[src/rtl/irq_scheduler_if.sv]
// Data-memory bus between the MEM stage and the timer/IRQ block.
// Signals: addr, wdata, mem_wr, mem_rd (master->slave); rdata (slave->master).
interface irq_scheduler_if;
    logic [31:0] addr;
    logic [31:0] wdata;
    logic        mem_wr;
    logic        mem_rd;
    logic [31:0] rdata;

    modport master (
        output addr, wdata, mem_wr, mem_rd,
        input  rdata
    );

    modport slave (
        input  addr, wdata, mem_wr, mem_rd,
        output rdata
    );
endinterface

[src/rtl/irq_scheduler.sv]
// Timer (TH/TL/TCON) plus interrupt injection FSM for the decode stage.
// Ports: clk, reset (sync, high), bus (slave), kernel, id_branch, id_jump,
//        stall, eret in; IRQ (one-cycle pulse), irq_busy out.
module irq_scheduler (
    input  logic            clk,
    input  logic            reset,
    irq_scheduler_if.slave  bus,
    input  logic            kernel,
    input  logic            id_branch,
    input  logic            id_jump,
    input  logic            stall,
    input  logic            eret,
    output logic            IRQ,
    output logic            irq_busy
);
    localparam logic [31:0] ADDR_TH   = 32'h4000_0000;
    localparam logic [31:0] ADDR_TL   = 32'h4000_0004;
    localparam logic [31:0] ADDR_TCON = 32'h4000_0008;

    typedef enum logic [1:0] {
        IDLE    = 2'd0,
        WAIT    = 2'd1,
        FIRE    = 2'd2,
        SERVICE = 2'd3
    } state_t;

    logic [31:0] th;
    logic [31:0] tl;
    logic [2:0]  tcon;
    state_t      state;

    logic selTh, selTl, selTcon;
    logic wrTh, wrTl, wrTcon;
    logic overflow, ovSet;
    logic slotFree, armed;

    assign selTh   = (bus.addr == ADDR_TH);
    assign selTl   = (bus.addr == ADDR_TL);
    assign selTcon = (bus.addr == ADDR_TCON);

    assign wrTh   = bus.mem_wr && selTh;
    assign wrTl   = bus.mem_wr && selTl;
    assign wrTcon = bus.mem_wr && selTcon;

    assign overflow = tcon[0] && (tl == 32'hFFFF_FFFF);
    assign ovSet    = overflow && tcon[1];

    assign armed    = tcon[2] && tcon[1];
    // Only inject into an ordinary user-mode slot: no delay slot, no bubble.
    assign slotFree = !stall && !id_branch && !id_jump && !kernel;

    always_comb begin
        bus.rdata = 32'd0;
        if (bus.mem_rd) begin
            unique case (1'b1)
                selTh:   bus.rdata = th;
                selTl:   bus.rdata = tl;
                selTcon: bus.rdata = {29'd0, tcon};
                default: bus.rdata = 32'd0;
            endcase
        end
    end

    always_ff @(posedge clk) begin
        if (reset) begin
            th   <= 32'd0;
            tl   <= 32'd0;
            tcon <= 3'd0;
        end else begin
            if (wrTh)
                th <= bus.wdata;

            if (wrTl)
                tl <= bus.wdata;
            else if (overflow)
                tl <= th;
            else if (tcon[0])
                tl <= tl + 32'd1;

            // Status is sticky: a concurrent write cannot drop an overflow.
            if (wrTcon)
                tcon <= {bus.wdata[2] | ovSet, bus.wdata[1:0]};
            else if (ovSet)
                tcon[2] <= 1'b1;
        end
    end

    always_ff @(posedge clk) begin
        if (reset) begin
            state <= IDLE;
        end else begin
            unique case (state)
                IDLE:
                    if (armed && !kernel)
                        state <= WAIT;
                WAIT:
                    if (!armed)
                        state <= IDLE;
                    else if (slotFree)
                        state <= FIRE;
                FIRE:
                    state <= SERVICE;
                SERVICE:
                    if (eret)
                        state <= IDLE;
                default:
                    state <= IDLE;
            endcase
        end
    end

    assign IRQ      = (state == FIRE);
    assign irq_busy = (state != IDLE);
endmodule
[src/flat_wrapper.sv]
// flat-port wrapper written by rule: the top's interface ports become plain ports
module irq_scheduler_flat 
  (clk, reset, kernel, id_branch, id_jump, stall, eret, IRQ, irq_busy, bus_addr, bus_wdata, bus_mem_wr, bus_mem_rd, bus_rdata);
  irq_scheduler_if bus_i ();
  input  logic clk;
  input  logic reset;
  input  logic kernel;
  input  logic id_branch;
  input  logic id_jump;
  input  logic stall;
  input  logic eret;
  output logic IRQ;
  output logic irq_busy;
  input wire logic [$bits(bus_i.addr)-1:0] bus_addr;
  input wire logic [$bits(bus_i.wdata)-1:0] bus_wdata;
  input wire logic [$bits(bus_i.mem_wr)-1:0] bus_mem_wr;
  input wire logic [$bits(bus_i.mem_rd)-1:0] bus_mem_rd;
  output wire logic [$bits(bus_i.rdata)-1:0] bus_rdata;
  assign bus_i.addr = bus_addr;
  assign bus_i.wdata = bus_wdata;
  assign bus_i.mem_wr = bus_mem_wr;
  assign bus_i.mem_rd = bus_mem_rd;
  assign bus_rdata = bus_i.rdata;
  irq_scheduler u_core (.clk(clk), .reset(reset), .bus(bus_i), .kernel(kernel), .id_branch(id_branch), .id_jump(id_jump), .stall(stall), .eret(eret), .IRQ(IRQ), .irq_busy(irq_busy));
endmodule
[config.mk]
export PLATFORM = sky130hd
export DESIGN_NAME = irq_scheduler_flat
export DESIGN_NICKNAME = d
export VERILOG_FILES = /design/src/rtl/irq_scheduler_if.sv /design/src/rtl/irq_scheduler.sv /design/src/flat_wrapper.sv
export SDC_FILE = /design/constraint.sdc
export NUM_CORES = 1
export LEC_CHECK = 0
export ABC_AREA = 0
export CORE_MARGIN = 1
export CORE_UTILIZATION = 45
export DETAILED_ROUTE_END_ITERATION = 10
export GPL_ROUTABILITY_DRIVEN = 0
export PLACE_DENSITY_LB_ADDON = 0.08
export SLEW_MARGIN = 10
export SYNTH_ARGS = -nofsm -noshare
export SYNTH_HDL_FRONTEND = slang
export SYNTH_SLANG_ARGS = --single-unit
[constraint.sdc]
create_clock -name clk -period 2.3 [get_ports clk]
set_clock_uncertainty 0.2 [all_clocks]
set_input_delay 0.345 -clock clk [delete_from_list [all_inputs] [get_ports clk]]
set_output_delay 0.345 -clock clk [all_outputs]
set_load 0.005 [all_outputs]
Word level (Yosys, flattened, before mapping):

Cells that the tools add are included.

* output and inout port bits: 34
* register bits: 69

* reductions and logical operators: 19
* bitwise logic cells: 1
* add/sub/neg operators: 1
* eq/ne operators: 10
* multiplexer cells: 12

Operators with widths (number)
* $mux 32: 4
* $eq 32x31->1 const B: 3
* $pmux 32 s3: 1
* $add 32x1->32 const B: 1
* $eq 32x32->1 const B: 1
* $logic_and 1x1->1: 10
* $mux 2: 4
* $pmux 2 s4: 1
* $eq 2x2->1 const B: 2
* $logic_not 1->1: 4
* $reduce_bool 2->1: 2
* $ne 3x2->1 const B: 1
* $reduce_and 3->1: 1
* $reduce_bool 3->1: 1
* $eq 2x1->1 const B: 1
* $logic_not 2->1: 1
* $mux 1: 2
* $ne 2x1->1 const B: 1
* $ne 2x2->1 const B: 1
* $or 1x1->1: 1

Depth between registers and ports, before layout:

* depth after elaboration: 7
* mapped depth: 10
* depth with buffers taken out: 7

Worst setup path before layout:

OpenSTA, ideal clock, no wires.

* path type: input -> output
* from: in bus_addr[5]
* to: out bus_rdata[21]
* data required time: 1.755 ns
* buffers on the path: 2
* data arrival time: 1.899 ns
* stages on the path: 8
* setup slack: -0.144 ns
* path through: nor4_1 > nand4_1 > nor2_1 > nand2_1 > a21o_1 > clkbuf_1 > clkbuf_1 > nor2_1

* cells in the longest elaborated chain, start to end: 3

RTL lines
* from (decl): line flat_wrapper.sv:14 `input wire logic [$bits(bus_i.addr)-1:0] bus_addr;`
* $eq 32x31->1 (on tied branches): line irq_scheduler.sv:39, irq_scheduler.sv:37, irq_scheduler.sv:38
* $pmux 32 s3 (*): line irq_scheduler.sv:55 `unique case (1'b1)`
* $mux 32 (*): line irq_scheduler.sv:54 `if (bus.mem_rd) begin`
* to (decl): line flat_wrapper.sv:18 `output wire logic [$bits(bus_i.rdata)-1:0] bus_rdata;`

Mark *: on every way between the ends. The rest lies on a longest branch, timed or not.

Worst setup path after layout:

* from: in bus_addr[15]
* to: out bus_rdata[25]

The elaborated chain is that of the path after synthesis.

==> out/results.md <==
| Item | This run |
|:---|:---|
| Initial core utilization | 47.2% |
| Run status | complete, but fails checks |
| Synthesis-to-finish area growth | 66.7% |
| Clock Sink Count | 69 |
| Number of enable flip-flop cells after synthesis | 0 |
| WL final | 17300 µm |
| Pin count of the biggest net entering global routing | 39 |
| Top flip-flop cell by instance count after synthesis | sky130_fd_sc_hd__dfxtp_1 |
| Place WS | -947 ps |
| Synth Area per Inst | 7.31 µm² |
| DIE AREA | 0.00971 mm² |
| Unique masters post-synth | 59 |
| Total via count in the routed design | 5498 |
| Worst Tran Pin Value | 856 ps |
| Total GRT Usage | 33.1% |
| Clock network latency to the later pin of the worst-skew pair | 350 ps |
| Final setup fails | 61 |
| Htree depth | 3 |
| Iteration-0 DRC count of the detailed router | 518 |
| CP Launch Type | input port |
| Failing checks | setup timing |
| Arrival time at the worst endpoint | 2150 ps |
| Average wire per cell in the routed design | 19.6 µm |
| Hold/Removal Path Class | register to register |
| Highest clock rate | 372 MHz |
| Final worst slack | -391 ps |
| Top cell type's share of synthesized area | 32.9% |
| Number of nets still failing antenna checks after routing | 0 |
| Proportion of layout cells with a drive suffix above 1 | 40.6% |
| Netlist area before placement | 0.00419 mm² |
| Final Hold Viols | 0 |
| Path type of the worst setup path | input port to primary output |
| Aggregate global routing overflow | 0 |
| Total DRC errors in the routed layout | 0 |
| # rows | 34 |
| Register clock-pin slew on the reported worst setup and hold paths | 80 ps |
| Antenna violations before repair | 0 |
| Net total in the final layout | 845 |
| Port Buffer Count | 106 |
| Post-route design area | 0.00699 mm² |
| Nets in the synthesized netlist | 648 |
| Via/cell ratio | 6.22 |
| Sequential-to-total area share from yosys stat | 32.9% |
| Post-layout min period | 2690 ps |
| Wire length of the first global-routing pass | 25600 µm |
| Synthesized netlist cell count | 574 |
| Part of the cycle the worst path needs | 117% |
| Peak fanout along the critical path | 7 |
| CTS tree | done |
| Drt first pass iters | 9 |
| Height of the chip | 98.5 µm |
| Reported leakage power | 2.75 nW |
| TritonCTS buffer count | 9 |
| Headroom to the max-slew limit | 42.9% |
| Diodes inserted | 0 |
| Overall power consumption | 2.51 mW |
| Floorplan die width | 98.5 µm |
| Via count of the first global-routing pass | 5030 |
| Area inside the core boundary | 0.00889 mm² |
| Total half-perimeter wirelength after legalization and detailed placement | 10200 µm |
| Proportion of register bits with asynchronous set or reset after synthesis | 0% |
| Clock root buffer | sky130_fd_sc_hd__clkbuf_8 |
| Number of top-level design ports | 107 |
| Endpoint type of the worst setup path | primary output |
| Number of warning messages in the yosys log | 0 |
| Maximum capacitance violations | 0 |
| Placed standard-cell area | 0.00593 mm² |
| Hold-fix buffers, CTS | 0 |
| Flip-flop and latch count after synthesis | 69 |
| Data required, critical path | 1750 ps |
| Largest cells by area after synthesis | sky130_fd_sc_hd__dfxtp_1 33%, sky130_fd_sc_hd__nand2_1 10%, sky130_fd_sc_hd__a21oi_1 8.6% |
| Maximum count of clock buffers along a single path | 2 |
| Highest ir drop seen on vdd | 0.000316 V |
| Number of pins exceeding their max-slew limit in the final report | 0 |
| RSZ-0062 raised after global routing | yes |
| Total power density per cell area | 359 mW/mm² |
| Post-synthesis cell type with the largest combined area | sky130_fd_sc_hd__dfxtp_1 |
synth_stat cells (2+ instances only):
master / n
sky130_fd_sc_hd__and3_1: 10
sky130_fd_sc_hd__a21boi_0: 2
sky130_fd_sc_hd__o211ai_1: 4
sky130_fd_sc_hd__a311o_1: 2
sky130_fd_sc_hd__nor3_1: 7
sky130_fd_sc_hd__nand2_1: 113
sky130_fd_sc_hd__buf_4: 2
sky130_fd_sc_hd__a31oi_1: 10
sky130_fd_sc_hd__nor4_1: 12
sky130_fd_sc_hd__o2bb2ai_1: 2
sky130_fd_sc_hd__a311oi_1: 3
sky130_fd_sc_hd__nand3_1: 13
sky130_fd_sc_hd__or3_1: 6
sky130_fd_sc_hd__a22oi_1: 29
sky130_fd_sc_hd__inv_1: 8
sky130_fd_sc_hd__nor2_1: 61
sky130_fd_sc_hd__and2_1: 4
sky130_fd_sc_hd__mux2i_1: 12
sky130_fd_sc_hd__o21a_1: 3
sky130_fd_sc_hd__a41oi_1: 4
sky130_fd_sc_hd__nor2b_1: 3
sky130_fd_sc_hd__nor4_2: 2
sky130_fd_sc_hd__a21oi_1: 72
sky130_fd_sc_hd__o221ai_1: 2
sky130_fd_sc_hd__xor2_1: 3
sky130_fd_sc_hd__a211oi_1: 7
sky130_fd_sc_hd__buf_2: 15
sky130_fd_sc_hd__dfxtp_1: 69
sky130_fd_sc_hd__nand2b_1: 3
sky130_fd_sc_hd__nand4_1: 14
sky130_fd_sc_hd__o21ai_1: 2
sky130_fd_sc_hd__clkbuf_1: 25
sky130_fd_sc_hd__nor4_4: 2
sky130_fd_sc_hd__and4_1: 8
sky130_fd_sc_hd__o21ai_0: 7
sky130_fd_sc_hd__a21o_1: 4
sky130_fd_sc_hd__a211o_1: 7
power breakdown:
group | switching, mW | internal, mW | leakage [nW] | total (mW)
logic | 0.105 | 0.127 | 2.09 | 0.232
clock network | 0.514 | 0.560 | 0.102 | 1.07
registers | 0.00389 | 1.20 | 0.559 | 1.20
critical path, cell delays in order:
cell,delay (ps)
sky130_fd_sc_hd__buf_2,110
sky130_fd_sc_hd__nor4_4,300
sky130_fd_sc_hd__nand4_1,180
sky130_fd_sc_hd__buf_6,160
sky130_fd_sc_hd__buf_4,130
sky130_fd_sc_hd__nor3_4,260
sky130_fd_sc_hd__buf_8,180
sky130_fd_sc_hd__buf_6,110
sky130_fd_sc_hd__buf_6,90
sky130_fd_sc_hd__a22oi_2,40
sky130_fd_sc_hd__nor2_1,100
sky130_fd_sc_hd__buf_2,120
cells in the final DEF, fill, tap and decap left out, types with 4 or more instances in the layout:
master | synthesis | layout
sky130_fd_sc_hd__inv_1 | 8 | 8
sky130_fd_sc_hd__buf_8 | 0 | 5
sky130_fd_sc_hd__clkdlybuf4s50_1 | 0 | 42
sky130_fd_sc_hd__nand3_1 | 13 | 12
sky130_fd_sc_hd__and4_1 | 8 | 4
sky130_fd_sc_hd__nand2_4 | 0 | 19
sky130_fd_sc_hd__clkdlybuf4s15_1 | 0 | 5
sky130_fd_sc_hd__nand4_1 | 14 | 14
sky130_fd_sc_hd__nor4_4 | 2 | 11
sky130_fd_sc_hd__clkbuf_8 | 0 | 11
sky130_fd_sc_hd__nor3_1 | 7 | 6
sky130_fd_sc_hd__and3_1 | 10 | 10
sky130_fd_sc_hd__buf_4 | 2 | 79
sky130_fd_sc_hd__nor2_2 | 0 | 7
sky130_fd_sc_hd__a211oi_1 | 7 | 6
sky130_fd_sc_hd__a211o_1 | 7 | 7
sky130_fd_sc_hd__mux2i_1 | 12 | 12
sky130_fd_sc_hd__buf_2 | 15 | 40
sky130_fd_sc_hd__nand2_2 | 1 | 13
sky130_fd_sc_hd__buf_12 | 1 | 10
sky130_fd_sc_hd__dfxtp_2 | 0 | 7
sky130_fd_sc_hd__a41oi_1 | 4 | 4
sky130_fd_sc_hd__a21oi_2 | 1 | 30
sky130_fd_sc_hd__nand2_1 | 113 | 82
sky130_fd_sc_hd__a21oi_1 | 72 | 43
sky130_fd_sc_hd__or3_1 | 6 | 5
sky130_fd_sc_hd__a22oi_1 | 29 | 18
sky130_fd_sc_hd__nor4_1 | 12 | 4
sky130_fd_sc_hd__clkbuf_2 | 0 | 5
sky130_fd_sc_hd__nor2_1 | 61 | 53
sky130_fd_sc_hd__o21ai_0 | 7 | 6
sky130_fd_sc_hd__dfxtp_1 | 69 | 62
sky130_fd_sc_hd__o211ai_1 | 4 | 4
sky130_fd_sc_hd__buf_6 | 1 | 36
sky130_fd_sc_hd__a31oi_1 | 10 | 10
sky130_fd_sc_hd__a22oi_2 | 0 | 11
path summary, 6_finish.rpt:
path | from | to | slack, ps | depth (start not counted)
min reg2reg | u_core.th[24] | u_core.th[24] | 280 | 2
min | u_core.th[24] | u_core.th[24] | 280 | 2
max reg2reg | u_core.tl[9] | u_core.tl[27] | 20 | 6
max | bus_addr[15] | bus_rdata[25] | -390 | 12
area by class of cell:
cell class | count | area (µm²)
well taps | 108 | 135
clock buffers | 11 | 151
inverters | 8 | 30.0
fillers | 625 | 1900
repair buffers | 230 | 2080
multi-input cells | 453 | 3140
clock inverters | 5 | 58.8
flip-flops and latches | 69 | 1390
sequential cells by signal, summed over array words and instances (netlist names), named ones only:
signal,count
u_core.th,32
u_core.tl,32
u_core.tcon,3
u_core.state,1
kinds of logic (layout without fill, tap and decap cells):
kind of cell,Yosys count,count (layout),share of synthesized area (%)
XOR/XNOR,4,4,0.835
multiplexers,13,13,3.13
AO/OA/AOI/OAI,167,167,25.7
flip-flops,69,69,32.9
AND/OR/NAND/NOR,268,268,31.3
adder cells (fa/ha/maj),1,1,0.298
buffers and inverters,52,254,5.85
per-layer routing:
metal | global-route usage [%] | vias to the layer above | share of wire [%]
met3 | 6.24 | 56 | 8.6
met1 | 42.5 | 2617 | 39
met2 | 54.3 | 337 | 49
met4 | 14.2 | 0 | 3.2
met5 | 0 | - | 0
li1 | - | 2488 | -
timing repair:
action,in CTS,in global routing
setup endpoints to repair,85,84
pin swaps,32,80
resized for setup,272,147
setup buffers,26,23
cloned,6,2
per-stage QoR:
step | TNS, ps | utilization [%] | hold WS (ps) | cells
after global placement | -55830 | 66.7 | 255 | 821
after CTS | -7020 | 73.1 | 276 | 868
final | -15340 | 78.6 | 284 | 884
after floorplan | -91.9 | - | 240 | 574
after detailed placement | -58480 | 66.7 | 265 | 821
after global routing | -19920 | 78.6 | 305 | 884
(Power assumes the default switching activity.)
